`config.mk`:
```
export PLATFORM = sky130hd
export DESIGN_NAME = data_path_flat
export DESIGN_NICKNAME = d
export VERILOG_FILES = /design/src/rtl/dp_pkg.sv /design/src/rtl/data_path_if.sv /design/src/rtl/dp_alu.sv /design/src/rtl/data_path.sv /design/src/flat_wrapper.sv
export SDC_FILE = /design/constraint.sdc
export NUM_CORES = 1
export LEC_CHECK = 0
export ABC_AREA = 1
export ABC_CLOCK_PERIOD_IN_PS = 4600
export CAP_MARGIN = 10
export CELL_PAD_IN_SITES_DETAIL_PLACEMENT = 1
export CELL_PAD_IN_SITES_GLOBAL_PLACEMENT = 2
export CORE_ASPECT_RATIO = 0.8
export CORE_MARGIN = 3
export CORE_UTILIZATION = 35
export CTS_CLUSTER_DIAMETER = 120
export CTS_CLUSTER_SIZE = 14
export DETAILED_ROUTE_END_ITERATION = 7
export MAX_ROUTING_LAYER = met4
export PLACE_DENSITY = 0.93
export SLEW_MARGIN = 25
export SYNTH_ARGS = -nofsm -noshare
export SYNTH_HDL_FRONTEND = slang
export SYNTH_SLANG_ARGS = --single-unit
```
`constraint.sdc`:
```
create_clock -name clk -period 4.6 [get_ports clk]
set_input_delay 0.92 -clock clk [delete_from_list [all_inputs] [get_ports clk]]
set_output_delay 0.92 -clock clk [all_outputs]
set_load 0.01 [all_outputs]
```
`src/rtl/dp_pkg.sv`:
```
// dp_pkg: shared encodings and reset constants for the 8-bit microcontroller datapath.
package dp_pkg;
   typedef enum logic [3:0] {
      ALU_ADD = 4'd0,
      ALU_SUB = 4'd1,
      ALU_SHL = 4'd2,
      ALU_SHR = 4'd3,
      ALU_AND = 4'd4,
      ALU_OR  = 4'd5,
      ALU_XOR = 4'd6,
      ALU_INC = 4'd7,
      ALU_DEC = 4'd8
   } alu_op_e;
   typedef enum logic [1:0] {B1_PC = 2'd0, B1_A = 2'd1, B1_B = 2'd2, B1_ZERO = 2'd3} bus1_sel_e;
   typedef enum logic [1:0] {B2_ALU = 2'd0, B2_BUS1 = 2'd1, B2_MEM = 2'd2, B2_ZERO = 2'd3} bus2_sel_e;
   localparam int CCR_C = 0;
   localparam int CCR_V = 1;
   localparam int CCR_Z = 2;
   localparam int CCR_N = 3;
   localparam logic [7:0] RST_BYTE = 8'h00;
   localparam logic [3:0] RST_CCR  = 4'b0000;
endpackage

```
`src/rtl/data_path_if.sv`:
```
// data_path_if: control-unit strobes and memory-side signals of the datapath.
interface data_path_if;
   logic       IR_Load, MAR_Load, PC_Load, PC_Inc;
   logic [3:0] reg_read_addr_A, reg_read_addr_B, reg_write_addr;
   logic       reg_write_enable;
   logic [3:0] ALU_Sel;
   logic       CCR_Load;
   logic [1:0] Bus1_Sel, Bus2_Sel;
   logic       ALU_B_Sel;
   logic [7:0] from_memory;
   logic [7:0] address, to_memory, IR;
   logic [3:0] CCR_Result;
   modport master (
      output IR_Load, MAR_Load, PC_Load, PC_Inc, reg_read_addr_A, reg_read_addr_B, reg_write_addr,
             reg_write_enable, ALU_Sel, CCR_Load, Bus1_Sel, Bus2_Sel, ALU_B_Sel, from_memory,
      input  address, to_memory, IR, CCR_Result
   );
   modport slave (
      input  IR_Load, MAR_Load, PC_Load, PC_Inc, reg_read_addr_A, reg_read_addr_B, reg_write_addr,
             reg_write_enable, ALU_Sel, CCR_Load, Bus1_Sel, Bus2_Sel, ALU_B_Sel, from_memory,
      output address, to_memory, IR, CCR_Result
   );
endinterface

```
`src/rtl/dp_alu.sv`:
```
// dp_alu: combinational 8-bit ALU with NZVC flags; shift ops 2/3 exist only under DATAPATH_SHIFT_OPS_EN.
module dp_alu
   import dp_pkg::*;
(
   input  logic [7:0] a,
   input  logic [7:0] b,
   input  logic [3:0] alu_sel,
   output logic [7:0] r,
   output logic [3:0] nzvc,
   output logic       ok
);
   logic c, v;
   always_comb begin
      r  = 8'h00;
      c  = 1'b0;
      v  = 1'b0;
      ok = 1'b1;
      case (alu_sel)
         ALU_ADD: begin
            {c, r} = {1'b0, a} + {1'b0, b};
            v = (a[7] == b[7]) && (r[7] != a[7]);
         end
         ALU_SUB: begin
            {c, r} = {1'b0, a} - {1'b0, b};
            v = (a[7] != b[7]) && (r[7] != a[7]);
         end
`ifdef DATAPATH_SHIFT_OPS_EN
         ALU_SHL: begin
            r = {a[6:0], 1'b0};
            c = a[7];
         end
         ALU_SHR: begin
            r = {1'b0, a[7:1]};
            c = a[0];
         end
`endif
         ALU_AND: r = a & b;
         ALU_OR:  r = a | b;
         ALU_XOR: r = a ^ b;
         ALU_INC: begin
            r = a + 8'd1;
            c = a == 8'hFF;
            v = a == 8'h7F;
         end
         ALU_DEC: begin
            r = a - 8'd1;
            c = a == 8'h00;
            v = a == 8'h80;
         end
         default: ok = 1'b0;
      endcase
   end
   assign nzvc = {r[7], r == 8'h00, v, c};
endmodule

```
`src/rtl/data_path.sv`:
```
// data_path: PC/MAR/IR, 16x8 register file, CCR, Bus1/Bus2 muxes and ALU of the microcontroller.
// Build option: DATAPATH_SHIFT_OPS_EN enables ALU shift ops (handled in dp_alu).
module data_path
   import dp_pkg::*;
(
   input logic       clk,
   input logic       reset,
   data_path_if.slave bus
);
   logic [7:0] pc_q, pc_d, mar_q, mar_d, ir_q, ir_d;
   logic [3:0] ccr_q, ccr_d;
   logic [7:0] rf_q [16];
   logic [7:0] rf_d [16];
   logic [7:0] reg_a, reg_b, bus1, bus2_ext, bus2, alu_b, alu_r;
   logic [3:0] alu_nzvc;
   logic       alu_ok;
   assign reg_a = rf_q[bus.reg_read_addr_A];
   assign reg_b = rf_q[bus.reg_read_addr_B];
   assign bus1  = bus.Bus1_Sel == B1_PC ? pc_q :
                  bus.Bus1_Sel == B1_A  ? reg_a :
                  bus.Bus1_Sel == B1_B  ? reg_b : 8'h00;
   // ALU operand B never sees the ALU's own result, which would form a combinational loop.
   assign bus2_ext = bus.Bus2_Sel == B2_BUS1 ? bus1 :
                     bus.Bus2_Sel == B2_MEM  ? bus.from_memory : 8'h00;
   assign bus2  = bus.Bus2_Sel == B2_ALU ? alu_r : bus2_ext;
   assign alu_b = bus.ALU_B_Sel ? bus2_ext : reg_b;
   dp_alu u_alu (
      .a      (bus1),
      .b      (alu_b),
      .alu_sel(bus.ALU_Sel),
      .r      (alu_r),
      .nzvc   (alu_nzvc),
      .ok     (alu_ok)
   );
   always_comb begin
      pc_d  = bus.PC_Load ? (bus.ALU_B_Sel ? alu_r : bus2) : bus.PC_Inc ? pc_q + 8'd1 : pc_q;
      mar_d = bus.MAR_Load ? bus2 : mar_q;
      ir_d  = bus.IR_Load ? bus2 : ir_q;
      ccr_d = bus.CCR_Load && alu_ok ? alu_nzvc : ccr_q;
      rf_d  = rf_q;
      if (bus.reg_write_enable) rf_d[bus.reg_write_addr] = bus2;
   end
   always_ff @(posedge clk or negedge reset) begin
      if (!reset) begin
         pc_q  <= RST_BYTE;
         mar_q <= RST_BYTE;
         ir_q  <= RST_BYTE;
         ccr_q <= RST_CCR;
         rf_q  <= '{default: RST_BYTE};
      end else begin
         pc_q  <= pc_d;
         mar_q <= mar_d;
         ir_q  <= ir_d;
         ccr_q <= ccr_d;
         rf_q  <= rf_d;
      end
   end
   assign bus.address    = mar_q;
   assign bus.to_memory  = bus1;
   assign bus.IR         = ir_q;
   assign bus.CCR_Result = ccr_q;
endmodule

```
`src/flat_wrapper.sv`:
```
// flat-port wrapper written by rule: the top's interface ports become plain ports
module data_path_flat import dp_pkg::*;
  (clk, reset, bus_IR_Load, bus_MAR_Load, bus_PC_Load, bus_PC_Inc, bus_reg_read_addr_A, bus_reg_read_addr_B, bus_reg_write_addr, bus_reg_write_enable, bus_ALU_Sel, bus_CCR_Load, bus_Bus1_Sel, bus_Bus2_Sel, bus_ALU_B_Sel, bus_from_memory, bus_address, bus_to_memory, bus_IR, bus_CCR_Result);
  data_path_if bus_i ();
  input logic clk;
  input logic reset;
  input wire logic [$bits(bus_i.IR_Load)-1:0] bus_IR_Load;
  input wire logic [$bits(bus_i.MAR_Load)-1:0] bus_MAR_Load;
  input wire logic [$bits(bus_i.PC_Load)-1:0] bus_PC_Load;
  input wire logic [$bits(bus_i.PC_Inc)-1:0] bus_PC_Inc;
  input wire logic [$bits(bus_i.reg_read_addr_A)-1:0] bus_reg_read_addr_A;
  input wire logic [$bits(bus_i.reg_read_addr_B)-1:0] bus_reg_read_addr_B;
  input wire logic [$bits(bus_i.reg_write_addr)-1:0] bus_reg_write_addr;
  input wire logic [$bits(bus_i.reg_write_enable)-1:0] bus_reg_write_enable;
  input wire logic [$bits(bus_i.ALU_Sel)-1:0] bus_ALU_Sel;
  input wire logic [$bits(bus_i.CCR_Load)-1:0] bus_CCR_Load;
  input wire logic [$bits(bus_i.Bus1_Sel)-1:0] bus_Bus1_Sel;
  input wire logic [$bits(bus_i.Bus2_Sel)-1:0] bus_Bus2_Sel;
  input wire logic [$bits(bus_i.ALU_B_Sel)-1:0] bus_ALU_B_Sel;
  input wire logic [$bits(bus_i.from_memory)-1:0] bus_from_memory;
  output wire logic [$bits(bus_i.address)-1:0] bus_address;
  output wire logic [$bits(bus_i.to_memory)-1:0] bus_to_memory;
  output wire logic [$bits(bus_i.IR)-1:0] bus_IR;
  output wire logic [$bits(bus_i.CCR_Result)-1:0] bus_CCR_Result;
  assign bus_i.IR_Load = bus_IR_Load;
  assign bus_i.MAR_Load = bus_MAR_Load;
  assign bus_i.PC_Load = bus_PC_Load;
  assign bus_i.PC_Inc = bus_PC_Inc;
  assign bus_i.reg_read_addr_A = bus_reg_read_addr_A;
  assign bus_i.reg_read_addr_B = bus_reg_read_addr_B;
  assign bus_i.reg_write_addr = bus_reg_write_addr;
  assign bus_i.reg_write_enable = bus_reg_write_enable;
  assign bus_i.ALU_Sel = bus_ALU_Sel;
  assign bus_i.CCR_Load = bus_CCR_Load;
  assign bus_i.Bus1_Sel = bus_Bus1_Sel;
  assign bus_i.Bus2_Sel = bus_Bus2_Sel;
  assign bus_i.ALU_B_Sel = bus_ALU_B_Sel;
  assign bus_i.from_memory = bus_from_memory;
  assign bus_address = bus_i.address;
  assign bus_to_memory = bus_i.to_memory;
  assign bus_IR = bus_i.IR;
  assign bus_CCR_Result = bus_i.CCR_Result;
  data_path u_core (.clk(clk), .reset(reset), .bus(bus_i));
endmodule
```
==> results.json <==
{
  "viasPerCell": 5.48,
  "start_kind": "input pin",
  "antenna_left": 0,
  "drive_gt1_frac": 0.209,
  "cap_viol_max_count": 0,
  "irDropWorstVdd_mv": 0.329,
  "synth_top_area_frac": 0.367,
  "critPathKind": "in2reg",
  "yosys-top-cells-count": "310 x nand2_1, 169 x inv_1, 156 x dfrtp_1",
  "crit_chain": "clkdlybuf4s50_1 -> inv_1 -> buf_4 -> nand3_1 -> nand3_2 -> a21oi_4 -> inv_2 -> o21ai_2 -> nand2_1 -> o21ai_2 -> inv_2 -> fa_2 -> nand2_1 -> nand2_1 -> a21oi_2 -> or2_4 -> nand3_1 -> o21ai_1 -> nor3_1 -> buf_4 -> o31ai_4 -> buf_6 -> clkbuf_16 -> mux2_2",
  "numCtsBuffers": 17,
  "worst_slew_pin_slew_ps": 1060,
  "synth_fa_ha_area_frac": 0.0456,
  "dp_cells": 2101,
  "worst-path-buf-inv": 8,
  "antenna_found_initial": 0,
  "ys_types": 56,
  "wl_per_cell_um": 20.8,
  "gp_congestion": 1.02,
  "dr.pass1.iters": 5,
  "coreArea_mm2": 0.0296,
  "worst_slack_ps": 103,
  "top_level_ports": 65,
  "synthesis.nets": 1567,
  "syn_area_mm2": 0.0106,
  "critPathCaptureType": "flip-flop",
  "start_util": 0.359,
  "grt_first_pass_wirelength_um": 68100,
  "track_usage": 0.276,
  "post-route-period-util": 0.978,
  "yosys.area_share.simple": 0.248,
  "wirelength_um": 44500,
  "relSlewSlack": 0.289,
  "critical_path_required_ps": 4980,
  "tritoncts": "done",
  "drc_errors": 0,
  "synthToLayoutAreaGrowth_pct": 32.1,
  "status": "completed",
  "port_buffers": 64,
  "fin_nets": 1794,
  "finalSetupViolCount": 0,
  "die_w_um": 201,
  "async_reset_ff_frac": 1.00,
  "synth_edf_count": 0,
  "synth_top_family_by_area": "simple AND/OR/NAND/NOR gates",
  "path_delay_family": "buffers and inverters",
  "leakagePower_nw": 6.70,
  "clk_pin_slew_ps": 60,
  "synthTopCellsByArea": "dfrtp_1 37%, nand2_1 11%, nand3_1 7.1%, o21ai_0 6.2%, inv_1 6.0%",
  "die_y_um": 162,
  "ys_seq_elements": 156,
  "die_area_mm2": 0.0326,
  "grt_max_degree": 88,
  "hold_viol": 0,
  "place_ws_ps": -770,
  "slew_viol_final": 0,
  "reg2reg_from": "u_core.rf_q[33]$_DFFE_PN0P_",
  "clk_path_buf_depth": 2,
  "critical-path-top-cell-by-count": "nand2_1",
  "cp-startpoint": "bus_reg_read_addr_A[3]",
  "power_density_mw_per_mm2": 369,
  "arrival_ps": 4880,
  "yosysSeqAreaShare": 0.367,
  "crit_fanout": 9,
  "finalSetupTns_ps": 0,
  "hold_buffers": 0,
  "drt_iter0_drc": 1154,
  "cts_root_buf": "clkbuf_16",
  "vias": 11714,
  "cp_slowest_cell": "clkdlybuf4s50_1",
  "ys_warn_count": 0,
  "stdcell_count": 2139,
  "grt_pass1_vias": 11893,
  "netlist_instances": 1493,
  "insertedDiodeCount": 0,
  "hpwl_um": 33500,
  "period_minus_slack_ps": 4500,
  "htree_levels": 4,
  "num_rows": 56,
  "max_freq_ghz": 0.222,
  "clock_sinks": 156,
  "hold_path.startpoint": "u_core.bus.CCR_Result[2]$_DFFE_PN0P_",
  "ys.flop_type": "dfrtp_1",
  "clock_latency_ps": 450,
  "cp_slowest_stage_delay_ps": 610,
  "syn-mean-instance-area_um2": 7.13,
  "hold_class": "reg2reg",
  "fin_worst_skew_ps": 13.7,
  "synth_compound_area_frac": 0.220,
  "synthXorXnorAreaFrac": 0.00247,
  "yosysTopAreaCell": "dfrtp_1",
  "grt-ovfl-total": 0,
  "synth_most_common_cell": "nand2_1",
  "muxShareOfSynthArea": 0.0126
}
==> area by class of cell <==
| type | count | area, um^2 |
|---|---|---|
| fill | 3715 | 15600 |
| timing repair buffer | 283 | 2600 |
| clock buffer | 18 | 439 |
| sequential | 156 | 3900 |
| inverter | 182 | 698 |
| tap | 406 | 508 |
| clock inverter | 14 | 133 |
| multi-input combinational | 1080 | 5780 |
==> power by group <==
part / switching (mW) / internal, mW / total, mW
logic: 1.09 / 0.810 / 1.90
clock network: 0.649 / 0.768 / 1.42
registers: 0.206 / 1.67 / 1.87
==> stage by stage <==
stage	total power, mW	cell area [um^2]	utilization	hold slack [ps]
after floorplan	2.79	10700	-	453
after global placement	3.60	13200	0.447	465
after detailed placement	3.68	13200	0.447	471
after CTS	5.11	13800	0.467	489
after global routing	5.48	14100	0.475	520
final	5.19	14100	0.475	483
==> timing repair <==
action | in CTS | in global routing
endpoints found under the setup margin | 108 | 125
cloned | 0 | 1
pin swaps | 1 | 16
resized for setup | 17 | 55
buffers inserted | 0 | 5
==> tightest hold or removal path, delay by kind of cell (launching register included) <==
family           cells  cell delay (ps)
flip-flops           1              350
AND/OR/NAND/NOR      2              100
==> cell usage in the layout (no fill, tap or decap), types with 5 or more instances in the layout <==
cell	Yosys	routed
a31oi_1	27	26
nand2_1	310	304
inv_2	12	13
o211ai_1	9	9
o21ai_0	131	121
nand3_2	6	15
clkbuf_16	0	18
nand3_1	151	142
nor3_1	7	6
a21oi_2	13	14
nand2_2	5	10
mux2_2	11	11
clkinvlp_4	0	5
inv_1	169	165
ha_1	34	33
nor2_1	115	114
buf_4	14	185
a21oi_1	126	124
clkdlybuf4s50_1	0	56
inv_6	0	6
buf_12	0	22
buf_6	9	12
dfrtp_1	156	156
nor4_1	5	5
o21ai_2	8	15
o21ai_1	64	67
==> worst paths after layout <==
| kind | to | cells after the start | slack [ps] |
|---|---|---|---|
| hold / removal | u_core.bus.CCR_Result[2]$_DFFE_PN0P_ | 2 | 480 |
| setup / recovery | u_core.rf_q[100]$_DFFE_PN0P_ | 24 | 100 |
| min in group asynchronous | u_core.rf_q[117]$_DFFE_PN0P_ | 1 | 530 |
| hold reg to reg | u_core.bus.CCR_Result[2]$_DFFE_PN0P_ | 2 | 480 |
| max in group asynchronous | u_core.rf_q[49]$_DFFE_PN0P_ | 2 | 3050 |
| setup reg to reg | u_core.rf_q[100]$_DFFE_PN0P_ | 24 | 480 |
==> registers in the layout, indices dropped and copies added (netlist names) <==
name / count
u_core.bus.IR: 8
u_core.bus.CCR_Result: 4
u_core.bus.address: 8
u_core.rf_q: 128
u_core.pc_q: 8
==> metal layers <==
metal	global-route usage	wire length [um]	vias up
met4	0.0635	777	0
met2	0.414	19300	398
met3	0.0491	3090	60
met1	0.390	21300	5816
li1	-	-	5440
met5	-	0	-
==> kinds of logic (layout without fill, tap and decap cells) <==
logic type,Yosys count,in the layout
mux,12,12
simple gates,617,617
buf+inv,257,497
xor+xnor,3,3
compound gates,411,411
fa+ha+maj,37,37
flops,156,156
(Power assumes the default switching activity.)
